[config.mk]
export PLATFORM = sky130hd
export DESIGN_NAME = pe_tensor
export DESIGN_NICKNAME = d
export VERILOG_FILES = /design/src/rtl/pe_tensor_pkg.sv /design/src/rtl/pe_dot9.sv /design/src/rtl/pe_tensor.sv
export SDC_FILE = /design/constraint.sdc
export NUM_CORES = 2
export LEC_CHECK = 0
export CORE_MARGIN = 2
export CORE_UTILIZATION = 40
export CTS_CLUSTER_SIZE = 14
export DETAILED_ROUTE_END_ITERATION = 10
export GPL_TIMING_DRIVEN = 0
export MAX_ROUTING_LAYER = met4
export SYNTH_ARGS = -nofsm -noshare
export SYNTH_HDL_FRONTEND = slang
export SYNTH_SLANG_ARGS = --single-unit
[constraint.sdc]
create_clock -name clk -period 5.59 [get_ports clk]
set_input_delay 1.118 -clock clk [delete_from_list [all_inputs] [get_ports clk]]
set_output_delay 1.118 -clock clk [all_outputs]
set_load 0.005 [all_outputs]
[src/rtl/pe_tensor_pkg.sv]
// Shared widths and helpers for the 3x3 convolution PE array.
package pe_tensor_pkg;

    localparam int ELEM_W     = 8;
    localparam int PSUM_W     = 16;
    localparam int TAPS       = 9;
    localparam int LANE_IN_W  = TAPS * ELEM_W;
    localparam int LANE_OUT_W = PSUM_W;

    // Sign-extend one int8 element to psum width.
    function automatic logic [PSUM_W-1:0] sext_elem(input logic [ELEM_W-1:0] x);
        return {{(PSUM_W-ELEM_W){x[ELEM_W-1]}}, x};
    endfunction

endpackage

[src/rtl/pe_dot9.sv]
// One lane: weight buffer, nine int8 multipliers (stage 1), adder tree (stage 2).
module pe_dot9
    import pe_tensor_pkg::*;
(
    input  logic                  clk,
    input  logic                  rst,
    input  logic                  wb_write_en,
    input  logic [LANE_IN_W-1:0]  ifmap,
    input  logic [LANE_IN_W-1:0]  filter,
    output logic [LANE_OUT_W-1:0] psum
);

    logic [LANE_IN_W-1:0]         w_q;
    logic [TAPS-1:0][PSUM_W-1:0]  prod_d;
    logic [TAPS-1:0][PSUM_W-1:0]  prod_q;
    logic [PSUM_W-1:0]            sum_d;

    // Weight buffer: loads the whole filter on a write strobe, otherwise holds.
    always_ff @(posedge clk or negedge rst) begin
        if (!rst)
            w_q <= '0;
        else if (wb_write_en)
            w_q <= filter;
    end

    // Per-tap products; 16-bit modular multiply of sign-extended operands is exact
    // for int8 x int8, so no wider intermediate is needed.
    always_comb begin
        prod_d = '0;
        for (int k = 0; k < TAPS; k++)
            prod_d[k] = sext_elem(ifmap[k*ELEM_W +: ELEM_W]) *
                        sext_elem(w_q[k*ELEM_W +: ELEM_W]);
    end

    // Stage 1: product register (uses weights from before this edge).
    always_ff @(posedge clk or negedge rst) begin
        if (!rst)
            prod_q <= '0;
        else
            prod_q <= prod_d;
    end

    // Adder tree; the sum wraps modulo 2^16 by design, no saturation.
    always_comb begin
        sum_d = '0;
        for (int k = 0; k < TAPS; k++)
            sum_d = sum_d + prod_q[k];
    end

    // Stage 2: psum register.
    always_ff @(posedge clk or negedge rst) begin
        if (!rst)
            psum <= '0;
        else
            psum <= sum_d;
    end

endmodule

[src/rtl/pe_tensor.sv]
// Array of N independent 3x3 dot-product lanes sharing one weight write strobe.
module pe_tensor
    import pe_tensor_pkg::*;
#(
    parameter int N = 1
) (
    input  logic                    clk,
    input  logic                    rst,
    input  logic                    wb_write_en,
    input  logic [N*LANE_IN_W-1:0]  ifmap,
    input  logic [N*LANE_IN_W-1:0]  filter,
    output logic [N*LANE_OUT_W-1:0] psumOut
);

    // One pe_dot9 per lane, each on its own slice of the buses.
    for (genvar g = 0; g < N; g++) begin : g_lane
        pe_dot9 u_pe (
            .clk         (clk),
            .rst         (rst),
            .wb_write_en (wb_write_en),
            .ifmap       (ifmap[g*LANE_IN_W +: LANE_IN_W]),
            .filter      (filter[g*LANE_IN_W +: LANE_IN_W]),
            .psum        (psumOut[g*LANE_OUT_W +: LANE_OUT_W])
        );
    end

endmodule

==> out/metrics.cfg <==
[setup_path]
reg2reg_slack_ns = 0.91
path_class = in2reg
reg2reg_from = g_lane[0].u_pe.w_q[18]
end_kind = flip-flop
timing.rr.end = g_lane[0].u_pe.prod_q[47]
reg2reg_depth = 16
critPathMaxStageDelay_ns = 0.58
crit_fanout = 8
path_cells = clkdlybuf4s50_1, and2_1, fa_1, inv_1, fa_1, inv_1, fa_1, inv_1, fa_1, inv_1, ha_1, o21ai_0, o21ai_0, o21ai_0, o21a_1, o21ai_0, xnor2_1
crit_slowest_cell = clkdlybuf4s50_1
cp-start-kind = primary input
critPathArrivalTime_ns = 5.69
critPathRequiredTime_ns = 6.00

[floorplan]
die_h_um = 287
ioPinCount = 163
start_util = 0.405
core_area_um2 = 79300
rows = 103
die_w_um = 287
die-area_um2 = 82600

[synthesis]
synth_top_cell_area_share = 0.371
synth.most_common_cell = inv_1
yosysWarnings = 0
syn_nets = 4170
synth_edf_count = 0
synth_cell_types = 59
synth_area_leader_cell = fa_1
yosysSeqAreaShare = 0.181
ys_top_cells_by_count = inv_1 (861), fa_1 (596), and2_1 (373)
synth_seq_cells = 232
synth_ff_type = dfrtp_1
synth.avg_cell_area_um2 = 10.2
syn_area_um2 = 32100
synth_cells = 3150
synth.area.top_cells = fa_1 (37%), dfrtp_1 (18%), ha_1 (11%)
synthArstFlopShare = 1.00

[routing]
firstDrtPassIters = 5
viasPerCell = 4.62
drtIter0Drc = 883
via_count = 20500
drcViolationCount = 0
ant_nets = 0
routedWlPerCell_um = 15.8
routed_wl_um = 70000

[global_route]
use_met3 = 0.0244
grt_pass1_vias = 22000
grt_antenna_before_repair = 2
grt_max_degree = 105
grt-ovfl-total = 0
use_met1 = 0.250
top_usage_layer = met2
grt_pass1_wl_um = 118000
track_usage = 0.189
grt_use_met2 = 0.309

[placement]
port-buffer-count = 161
dp_hpwl_um = 59700
finalWeightedCongestion = 0.851
place_ws_ns = -0.256

[timing]
relSlewSlack = 0.252
tightestPinTransition_ns = 1.12
fin_worst_skew_ns = 0.0260
fin_crit_ns = 5.28
rsz0062_at_grt = no
hold_viol = 0
fin_crit_sh = 0.945
fin_ws_ns = 0.307
setup_viol = 0
finalMaxSlewViolations = 0
fmax_mhz = 189

[final_layout]
area_delta_synth_final_pct = 12.8
num-fill-cells = 7572
fin_nets = 4369
drive_gt1_frac = 0.0456

[clocking]
clock_sinks = 232
root_buffer = clkbuf_16
cts_max_level = 2
cts_tree = done
cts_buffers = 34
cts_resized = 0
hold_buffers = 0
postCtsSetupBuffers = 0
cts_buffer_depth = 3
clkTransAtPathRegs_ns = 0.06
clk_latency_ns = 0.58

[flow_run]
drv_cap = 0

[min_path]
hp-class = in2async

[outcome]
status = finished, final reports clean

[metrics by stage]
| step | std cells | area, um2 | TNS, ns | utilization | hold slack, ns |
|---|---|---|---|---|---|
| after floorplan | 3150 | 32100 | 0 | - | 0.544 |
| after global routing | 4425 | 36200 | 0 | 0.457 | 0.416 |
| after CTS | 4425 | 36200 | 0 | 0.457 | 0.398 |
| final | 4426 | 36200 | 0 | 0.457 | 0.432 |
| after detailed placement | 4363 | 35100 | -1.86 | 0.443 | 0.652 |
| after global placement | 4361 | 35100 | -1740.61 | 0.442 | 0.651 |
[layout by cell type (no fill, tap or decap), types with 3 or more instances in the layout]
cell / Yosys / routed
inv_1: 861 / 861
fa_1: 596 / 596
and2_1: 373 / 373
ha_1: 277 / 277
dfrtp_1: 232 / 232
nand2_1: 161 / 161
clkdlybuf4s50_1: 0 / 160
xnor2_1: 145 / 145
mux2_2: 80 / 80
nor2b_1: 68 / 68
nor2_1: 67 / 67
a21oi_1: 39 / 39
o21ai_0: 38 / 38
clkbuf_16: 0 / 34
nand2b_1: 21 / 21
a211oi_1: 20 / 20
o21a_1: 19 / 19
clkbuf_1: 13 / 16
xor2_1: 16 / 16
a21o_1: 16 / 16
nor3_1: 14 / 14
o21ai_1: 11 / 11
clkinv_4: 0 / 6
inv_6: 0 / 6
a211o_1: 5 / 5
o211ai_1: 5 / 5
or3_1: 5 / 5
clkinvlp_4: 0 / 5
a31oi_1: 4 / 4
o21bai_1: 4 / 4
a21boi_1: 3 / 3
a221o_1: 3 / 3
nand3_1: 3 / 3
o31a_1: 3 / 3
a221oi_1: 3 / 3
or2_2: 3 / 3
nand4_1: 3 / 3
o31ai_1: 3 / 3
[critical path, delay by kind of cell]
kind	cells	cell delay [ns]
AOI/OAI and AO/OA	5	0.91
buffers and inverters	5	0.78
and+or+nand+nor	1	0.27
xor gates and xnor gates	1	0.36
adders and majority gates	5	2.27
[state kept, by name (all words and copies together), names as in the netlist]
signal and count:
g_lane.u_pe.w_q 72, g_lane.u_pe.prod_q 144, g_lane.u_pe.psum 16
[kinds of logic after synthesis]
logic type | synth area share
DFF | 0.181
xor gates and xnor gates | 0.0439
adders and majority gates | 0.479
buffers and inverters | 0.102
AOI/OAI and AO/OA | 0.0407
and+or+nand+nor | 0.125
muxes | 0.0283
[worst max-delay path by stage]
stage                          from                         end  depth (start not counted)
after global routing      ifmap[53]  g_lane[0].u_pe.prod_q[111]                         17
after global placement          rst      g_lane[0].u_pe.w_q[47]                          1
after CTS                 ifmap[61]  g_lane[0].u_pe.prod_q[127]                         17
after floorplan           ifmap[71]  g_lane[0].u_pe.prod_q[142]                         15
final                     ifmap[60]  g_lane[0].u_pe.prod_q[127]                         17
after detailed placement  ifmap[61]  g_lane[0].u_pe.prod_q[127]                         17
[area by class of cell]
| type | count | area, um2 | area share |
|---|---|---|---|
| Antenna cell | 1 | 2.50 | 0.0000690 |
| Timing Repair Buffer | 163 | 1670 | 0.0461 |
| Clock inverter | 22 | 233 | 0.00642 |
| Tap cell | 1050 | 1310 | 0.0362 |
| Multi-Input combinational cell | 2044 | 23000 | 0.636 |
| Clock buffer | 40 | 893 | 0.0246 |
| Sequential cell | 232 | 5810 | 0.160 |
| Inverter | 861 | 3230 | 0.0892 |
| Buffer | 13 | 50.0 | 0.00138 |
[routing by layer]
metal | routed length [um] | vias to the layer above
met5 | 0 | -
met4 | 1580 | 0
met3 | 2700 | 69
met2 | 34400 | 243
met1 | 31300 | 10400
li1 | - | 9743
Power is left out: the tool's default activity adds up to more than one toggle a clock period on the data nets, which glitch-free logic cannot reach.
